===== src/rtl/vga_pkg.sv =====
// Shared constants and types for the character-cell VGA read path.
package vga_pkg;

    localparam int H_ACTIVE = 640;
    localparam int V_ACTIVE = 480;
    localparam int CHAR_W   = 9;
    localparam int CHAR_H   = 16;
    localparam int COLS     = 70;
    localparam int ROWS     = 30;

    typedef logic [11:0] rgb12_t;

    typedef struct packed {
        logic       hl;
        logic [7:0] code;
    } cell_t;

endpackage


===== src/rtl/font_rom_9x16.sv =====
// 2048x9 glyph ROM addressed by {code[6:0], line[3:0]}, one-cycle registered read.
// Glyph rows are held in a case table, so no external image file is needed.
module font_rom_9x16 (
    input  logic        clk,
    input  logic [10:0] i_addr,
    output logic [8:0]  o_row
);

    function automatic logic [8:0] glyph_row(input logic [6:0] code, input logic [3:0] line);
        glyph_row = 9'h000;
        case (code)
            7'h41: begin
                case (line)
                    4'd1:                                       glyph_row = 9'h010;
                    4'd2:                                       glyph_row = 9'h038;
                    4'd3:                                       glyph_row = 9'h06C;
                    4'd4, 4'd5, 4'd7, 4'd8, 4'd9, 4'd10, 4'd11: glyph_row = 9'h0C6;
                    4'd6:                                       glyph_row = 9'h0FE;
                    default:                                    glyph_row = 9'h000;
                endcase
            end
            7'h7F:   glyph_row = 9'h1FF;
            default: glyph_row = 9'h000;
        endcase
    endfunction

    // NOTE: ROM contents and its output register carry no reset; the pipeline
    // valid flags downstream decide whether the row is ever shown.
    always_ff @(posedge clk) begin
        o_row <= glyph_row(i_addr[10:4], i_addr[3:0]);
    end

endmodule


===== src/rtl/vga_char_reader.sv =====
// Character-cell VGA reader: scan position -> RAM cell address -> glyph -> 12-bit pixel, 4-clock latency.
// Optional cursor blink (adds cursor_pos port) is enabled with `define VGA_CURSOR_BLINK_EN.
module vga_char_reader #(
    parameter int              RAM_WIDTH = 8,
    parameter int              COLS      = vga_pkg::COLS,
    parameter int              ROWS      = vga_pkg::ROWS,
    parameter vga_pkg::rgb12_t FG_COLOR  = 12'hFFF,
    parameter vga_pkg::rgb12_t HL_COLOR  = 12'hF80,
    parameter vga_pkg::rgb12_t BG_COLOR  = 12'h000
) (
    input  logic                 clk,
    input  logic                 rst,
    input  logic [9:0]           h_addr,
    input  logic [8:0]           v_addr,
    input  logic                 valid,
    input  logic                 hsync_in,
    input  logic                 vsync_in,
    output logic [11:0]          ram_pos,
    input  logic [RAM_WIDTH:0]   ram_data,
    output logic [11:0]          vga_rgb,
    output logic                 hsync_out,
    output logic                 vsync_out
`ifdef VGA_CURSOR_BLINK_EN
    ,
    input  logic [11:0]          cursor_pos
`endif
);
    import vga_pkg::*;

    localparam logic [3:0] XSUB_LAST = 4'(CHAR_W - 1);
    localparam logic [6:0] COLS_L    = 7'(COLS);
    localparam logic [4:0] ROWS_L    = 5'(ROWS);

    logic [3:0]  r_x_cnt, w_x_cur;
    logic [6:0]  r_col_cnt, w_col_cur;
    logic [4:0]  w_row;
    logic [11:0] w_pos;

    // NOTE: every always_comb output is given a default first so no latch is inferred.
    always_comb begin
        w_x_cur   = r_x_cnt;
        w_col_cur = r_col_cnt;
        if (valid && h_addr == 10'd0) begin
            w_x_cur   = '0;
            w_col_cur = '0;
        end
    end

    // row*70 as row*64 + row*4 + row*2, kept at 12 bits.
    assign w_row = v_addr[8:4];
    assign w_pos = {1'b0, w_row, 6'b0} + {5'b0, w_row, 2'b0} + {6'b0, w_row, 1'b0} + {5'b0, w_col_cur};

    // NOTE: sequential state uses non-blocking assignments only.
    always_ff @(posedge clk) begin
        if (rst) begin
            r_x_cnt   <= '0;
            r_col_cnt <= '0;
        end else if (valid) begin
            if (w_x_cur == XSUB_LAST) begin
                r_x_cnt   <= '0;
                r_col_cnt <= w_col_cur + 7'd1;
            end else begin
                r_x_cnt   <= w_x_cur + 4'd1;
                r_col_cnt <= w_col_cur;
            end
        end
    end

    logic        r1_valid, r1_in_grid, r2_valid, r2_in_grid, r2_cursor, r3_valid, r3_show, r3_hl, r3_cursor;
    logic [11:0] r1_pos;
    logic [3:0]  r1_xsub, r1_line, r2_xsub, r2_line, r3_xsub;
    logic [3:4-4] r_unused_pad;
    logic        w_code_ok, w_cursor_hit, w_bit;
    logic [8:0]  w_glyph;
    logic [3:0]  r_hs_sr, r_vs_sr;
    rgb12_t      r4_rgb, w_rgb;

    // The RAM's own read register forms S2 for the code; side data is delayed beside it.
    assign w_code_ok = (ram_data[RAM_WIDTH-1:7] == '0) && (ram_data[6:0] != 7'd0);

`ifdef VGA_CURSOR_BLINK_EN
    logic        r_vs_prev;
    logic [23:0] r_frame_cnt;
    logic        w_unused_cnt;

    always_ff @(posedge clk) begin
        if (rst) begin
            r_vs_prev   <= 1'b0;
            r_frame_cnt <= '0;
        end else begin
            r_vs_prev <= vsync_in;
            if (vsync_in && !r_vs_prev) r_frame_cnt <= r_frame_cnt + 24'd1;
        end
    end

    assign w_unused_cnt = ^{r_frame_cnt[23:5], r_frame_cnt[3:0]};
    assign w_cursor_hit = r_frame_cnt[4] && r1_in_grid && (r1_pos == cursor_pos);
`else
    assign w_cursor_hit = 1'b0;
`endif

    always_ff @(posedge clk) begin
        if (rst) begin
            r1_valid <= 1'b0; r1_in_grid <= 1'b0; r1_pos <= '0; r1_xsub <= '0; r1_line <= '0;
            r2_valid <= 1'b0; r2_in_grid <= 1'b0; r2_cursor <= 1'b0; r2_xsub <= '0; r2_line <= '0;
            r3_valid <= 1'b0; r3_show <= 1'b0; r3_hl <= 1'b0; r3_cursor <= 1'b0; r3_xsub <= '0;
            r4_rgb   <= '0;
            r_hs_sr  <= '0;
            r_vs_sr  <= '0;
            r_unused_pad <= '0;
        end else begin
            r1_valid   <= valid;
            r1_in_grid <= valid && (w_col_cur < COLS_L) && (w_row < ROWS_L);
            r1_pos     <= w_pos;
            r1_xsub    <= w_x_cur;
            r1_line    <= v_addr[3:0];

            r2_valid   <= r1_valid;
            r2_in_grid <= r1_in_grid;
            r2_cursor  <= w_cursor_hit;
            r2_xsub    <= r1_xsub;
            r2_line    <= r1_line;

            r3_valid   <= r2_valid;
            r3_show    <= r2_in_grid && w_code_ok;
            r3_hl      <= ram_data[RAM_WIDTH];
            r3_cursor  <= r2_cursor;
            r3_xsub    <= r2_xsub;

            r4_rgb     <= w_rgb;
            r_hs_sr    <= {r_hs_sr[2:0], hsync_in};
            r_vs_sr    <= {r_vs_sr[2:0], vsync_in};
            r_unused_pad <= '0;
        end
    end

    font_rom_9x16 u_font (
        .clk    (clk),
        .i_addr ({ram_data[6:0], r2_line}),
        .o_row  (w_glyph)
    );

    // Leftmost pixel of a cell is glyph bit 8; the cursor cell swaps fg and bg.
    always_comb begin
        w_bit = r3_show && w_glyph[XSUB_LAST - r3_xsub];
        w_rgb = BG_COLOR;
        if (!r3_valid)      w_rgb = '0;
        else if (r3_cursor) w_rgb = w_bit ? BG_COLOR : FG_COLOR;
        else if (w_bit)     w_rgb = r3_hl ? HL_COLOR : FG_COLOR;
    end

    assign ram_pos   = r1_pos;
    assign vga_rgb   = r4_rgb;
    assign hsync_out = r_hs_sr[3];
    assign vsync_out = r_vs_sr[3];

endmodule


===== config.mk =====
export PLATFORM = sky130hd
export DESIGN_NAME = vga_char_reader
export DESIGN_NICKNAME = d
export VERILOG_FILES = /design/src/rtl/vga_pkg.sv /design/src/rtl/font_rom_9x16.sv /design/src/rtl/vga_char_reader.sv
export SDC_FILE = /design/constraint.sdc
export NUM_CORES = 1
export LEC_CHECK = 0
export ABC_AREA = 1
export ABC_CLOCK_PERIOD_IN_PS = 3700
export BUFFER_PORTS_ARGS = -buffer_cell sky130_fd_sc_hd__clkbuf_2
export CAP_MARGIN = 20
export CORE_MARGIN = 2
export CORE_UTILIZATION = 30
export DETAILED_ROUTE_END_ITERATION = 6
export SLEW_MARGIN = 15
export SYNTH_ARGS = -nofsm -noshare
export SYNTH_HDL_FRONTEND = slang
export SYNTH_SLANG_ARGS = --single-unit
export TNS_END_PERCENT = 30

===== constraint.sdc =====
create_clock -name clk -period 3.7 [get_ports clk]
set_input_delay 0.555 -clock clk [delete_from_list [all_inputs] [get_ports clk]]
set_output_delay 0.555 -clock clk [all_outputs]
set_load 0.05 [all_outputs]

After elaboration in Yosys (flattened, before gate mapping)

Memory sizes are Yosys's and may differ from the RTL's. A register that Yosys moved wholly into a read port is not among the register bits.
Cells that the tools add are included.

Magnitude comparators: 3
Eq/ne operators: 3
Add/subtract/negate cells: 6
Bitwise gates (word level): 3
Muxes and demuxes: 9
Reductions and logical operators: 9

Operators by type and width:

| kind                  | number |
|---|---|
| $mux W7               | 3 |
| $pmux W9 S2           | 1 |
| $eq A7 B7 Y1 const B  | 2 |
| $add A11 B7 Y12       | 1 |
| $add A12 B6 Y12       | 1 |
| $add A12 B7 Y12       | 1 |
| $mux W4               | 3 |
| $logic_not A10 Y1     | 1 |
| $add A7 B1 Y7 const B | 1 |
| $lt A7 B7 Y1 const B  | 1 |
| $reduce_bool A7 Y1    | 1 |
| $logic_and A1 B1 Y1   | 6 |
| $lt A4 B5 Y1 const B  | 1 |
| $lt A5 B5 Y1 const B  | 1 |
| $add A4 B1 Y4 const B | 1 |
| $bmux W1 S4           | 1 |
| $eq A4 B4 Y1 const B  | 1 |
| $sub A4 B4 Y4 const A | 1 |
| $not A1 Y1            | 3 |
| $reduce_or A3 Y1      | 1 |
| $mux W1               | 1 |

Bits in read-only memories: 112
Word-level logic and storage cells: 52
Output and inout port bits: 26
Memories kept: 1
Register bits: 75

Memory list:

| memory          | words | width | rd ports | clocked after memory_dff | wr ports | line                | text |
|---|---|---|---|---|---|---|---|
| (no name shown) | 16    | 7     | 1        | 1                        | 0        | font_rom_9x16.sv:13 | `case (line)` |

Depth between registers and ports, before layout

Depth after elaboration: 6
Gate-level depth with buffers: 19
Gate-level depth less buffers: 18

Hierarchy

Synthesis repeated with hierarchy kept, for this count alone.

Cell total of the unflattened synthesis: 398
Area, all modules: 3021.6 µm²

By module, submodules not included:

| module          | cells an instance | instances | area each (µm²) |
|---|---|---|---|
| vga_char_reader | 348               | 1         | 2707.6 |
| font_rom_9x16   | 50                | 1         | 314.1 |

Least setup slack after synthesis

No wires, ideal clock.

Path type: input to register
Start: input port h_addr[5]
End: register r1_pos[10] (netlist: ram_pos[10])
Slack: 0.889 ns
Arrival: 2.699 ns
Path buffers: 1
Data required time: 3.587 ns
Cell stages on the path: 17
Cell sequence: inv_1 nand2_1 nor2_1 nand3_2 buf_6 nand2_2 inv_1 fa_1 fa_1 nand3_1 nand2_1 nand2_1 nand2_1 a21oi_1 nor2_1 nor2_1 nor2_1

Longest elaborated chain between the ends: 4

RTL lines:

| what                 | line                   | text |
|---|---|---|
| from (decl)          | vga_char_reader.sv:13  | `input logic [9:0] h_addr,` |
| $logic_not A10 Y1    | vga_char_reader.sv:43  | `if (valid && h_addr == 10'd0) begin` |
| $logic_and A1 B1 Y1  | vga_char_reader.sv:43  |  |
| $mux W7              | vga_char_reader.sv:43  |  |
| $add A12 B7 Y12      | vga_char_reader.sv:51  | `assign w_pos = {1'b0, w_row, 6'b0} + {5'b0, w_row, 2'b0} + {6'b0, w_row, 1'b0} + {5'b0, w_col_cur};` |
| to (signal assigned) | vga_char_reader.sv:114 | `r1_pos <= w_pos;` |
| to (decl)            | vga_char_reader.sv:70  | `logic [11:0] r1_pos;` |

Every way passes these cells.
A chain may end at the register's enable or synchronous reset.

Final worst setup path

Start: input port valid
End: register r1_pos[10] (netlist: ram_pos[10])

Longest elaborated chain between the ends: 3

RTL lines:

| what                | line                  | text |
|---|---|---|
| from (decl)         | vga_char_reader.sv:15 | `input logic valid,` |
| $logic_and A1 B1 Y1 | vga_char_reader.sv:43 |  |
| $mux W7             | vga_char_reader.sv:43 |  |
| $add A12 B7 Y12     | vga_char_reader.sv:51 |  |

Every way passes these cells.

==> impl_metrics.ini <==
[critical_path]
r2r_slack_ns = 1.27
required_ns = 3.98
worstReg2RegEnd = ram_pos[10]
reg2reg_depth = 14
cp-end-kind = flop
critical_path_class = input port to flop
r2r_start = r_col_cnt[2]
cp_max_fo = 14
setup.worst_path.start = valid
cp-start-kind = input port
crit_arrival_ns = 3.12

[clock_network]
cts_setup_buffers = 0
clock-sinks = 65
clkSlewWorstSetupHoldPaths_ns = 0.07
numCtsBuffers = 9
cts_tree = built
clk_latency_ns = 0.33
clockBufferDepth = 2
cts-root-buf = clkbuf_8
cts_resized = 0
hold_buffers = 0
cts_htree_levels = 3

[timing]
tns_ns = 0
rsz0062_at_grt = no
finalCriticalPeriod_ns = 2.845
fmax_mhz = 351.5
fin_ws_ns = 0.8554
hold_violations = 0
drv_slew = 0
setup-violations-final = 0
relSlewSlack_pct = 72.51
worstMarginPinSlew_ns = 0.4124
fin_crit_sh_pct = 76.88
fin_worst_skew_ns = 0.008051

[floorplanning]
die_w_um = 102.9
core_um2 = 9639
die-area_um2 = 10580
die_h_um = 102.9
num_rows = 36
initial_utilization_pct = 30.41
io_pins = 59

[global_route]
antenna_found_initial = 0
overflow = 0
grt_max_degree = 42
grt_pass1_wl_mm = 8.970
grt_usage_pct = 10.81
grt_pass1_vias = 2168

[routing]
viasPerCell = 4.094
route.detailed.drc = 0
wl_mm = 5.233
antenna_left = 0
drtPass1Iterations = 5
via_count = 2358
drtIter0Drc = 69
wl_per_cell_um = 9.085

[yosys]
synthFlopType = dfxtp_1
synth_cell_types = 30
synthCells = 383
postSynthNetCount = 438
syn_avg_cell_area_um2 = 7.654
ys_warn_count = 0
syn_area_um2 = 2932
synth-edff-count = 0
synth_seq_cells = 65
ys_seq_area_share_pct = 44.39
async_flop_share_pct = 0

[layout]
syn_to_final_growth_pct = 19.72
antenna_cells = 0
final_common_cell = inv_1
utilization_pct = 36.41
final_nets = 493
final_cell_mix = 83 x inv_1, 66 x nor2_1, 65 x dfxtp_1
drive_above_1_share_pct = 19.41
finalInstanceArea_um2 = 3510
stdcell_count = 576

[power_and_ir_drop]
power.density_nw_per_um2 = 437.5
leakage_uw = 0.001804
ir_worst_vdd_mv = 0.2003

[status]
status = finished clean

[placement]
place.gp.congestion = 0.7834
dpl_cell_area_um2 = 3297
dp_cells = 560
dp_slack_ns = 0.5291
portBuffers = 58
hpwlAfterDp_mm = 3.970

[min_path]
whs_endpoint = r3_show
hold_path_class = input port to flop
timing.hold.worst.start = ram_data[7]
hold_depth = 2

[run]
cap_violations = 0
cell families after synthesis:
kind of cell               Yosys count  share of synthesized area, %
AOI/OAI and AO/OA                   42                         7.512
buffers and inverters              101                         14.55
adders and majority gates           22                         10.93
xor gates and xnor gates             3                        0.8965
and+or+nand+nor                    150                         21.72
DFF                                 65                         44.39
area by class of cell:
cell class	count	area (um^2)
inverters	85	320.3
well taps	133	166.4
multi-input cells	217	1204
fillers	1043	6130
repair buffers	60	305.3
flip-flops and latches	65	1301
clock inverters	5	61.31
clock buffers	11	151.4
critical path: stages:
cell and delay, ns:
clkbuf_2 0.12, nand2_1 0.06, nor2_1 0.12, nand3_2 0.28
nand2_2 0.20, inv_1 0.08, fa_1 0.49, fa_1 0.48
nand3_1 0.10, nand2_1 0.08, nand2_1 0.06, nand2_1 0.05
a21oi_1 0.18, nor2_1 0.08, nand2_1 0.06, nand2_1 0.05
nor2_1 0.08
layer usage:
layer | share of wire, % | track usage [%] | wire (um)
met1 | 44 | 11.79 | 2301
met2 | 49 | 19.51 | 2565
met3 | 6.3 | 4.271 | 332
met4 | 0.67 | 2.935 | 35
met5 | 0 | 0 | 0
stage by stage:
step           hold WS (ns)  total power [uW]
2_1_floorplan        0.3680             873.0
3_3_place_gp         0.3764             926.2
3_5_place_dp         0.3847             929.5
4_1_cts              0.3723              1562
5_1_grt              0.3679              1619
6_report             0.3847              1535
how the worst max path moves through the flow:
stage / end / slack, ns / depth (start not counted)
final: ram_pos[10] / 0.86 / 17
after global routing: ram_pos[10] / 0.64 / 18
after CTS: ram_pos[10] / 0.88 / 17
after detailed placement: ram_pos[10] / 0.53 / 17
after global placement: ram_pos[10] / 0.58 / 16
after floorplan: ram_pos[10] / 0.89 / 17
synthesized netlist by cell type, drive strengths merged, types with 2 or more instances:
cell    count  area, um^2
nand4       8       50.05
nor3        2       10.01
a21oi      19       98.85
buf        13       95.08
o21ai      20       100.1
ha         16       200.2
a21boi      2       15.01
nor4        3       18.77
clkbuf      3       11.26
fa          6       120.1
nand2      59       226.5
nor2       66       247.7
xnor2       2       17.52
inv        84       315.3
dfxtp      65        1301
nand3       9       65.06
sequential cells by signal, indices dropped and copies added, names as in the netlist, 2 cells and up, named ones only:
| name | flops |
|---|---|
| r1_line | 4 |
| r1_xsub | 4 |
| r2_xsub | 4 |
| r3_xsub | 4 |
| r_col_cnt | 7 |
| r_hs_sr | 4 |
| r_vs_sr | 4 |
| r_x_cnt | 4 |
| ram_pos | 12 |
| u_font.o_row | 5 |
| vga_rgb | 2 |
where the power goes:
part	internal (uW)	switching (uW)	leakage [uW]	total [uW]
clock network	353	272	0.000110	625
registers	727	7.37	0.000532	734
logic	56.6	120	0.00116	176
Power figures use the tool's default switching activity.
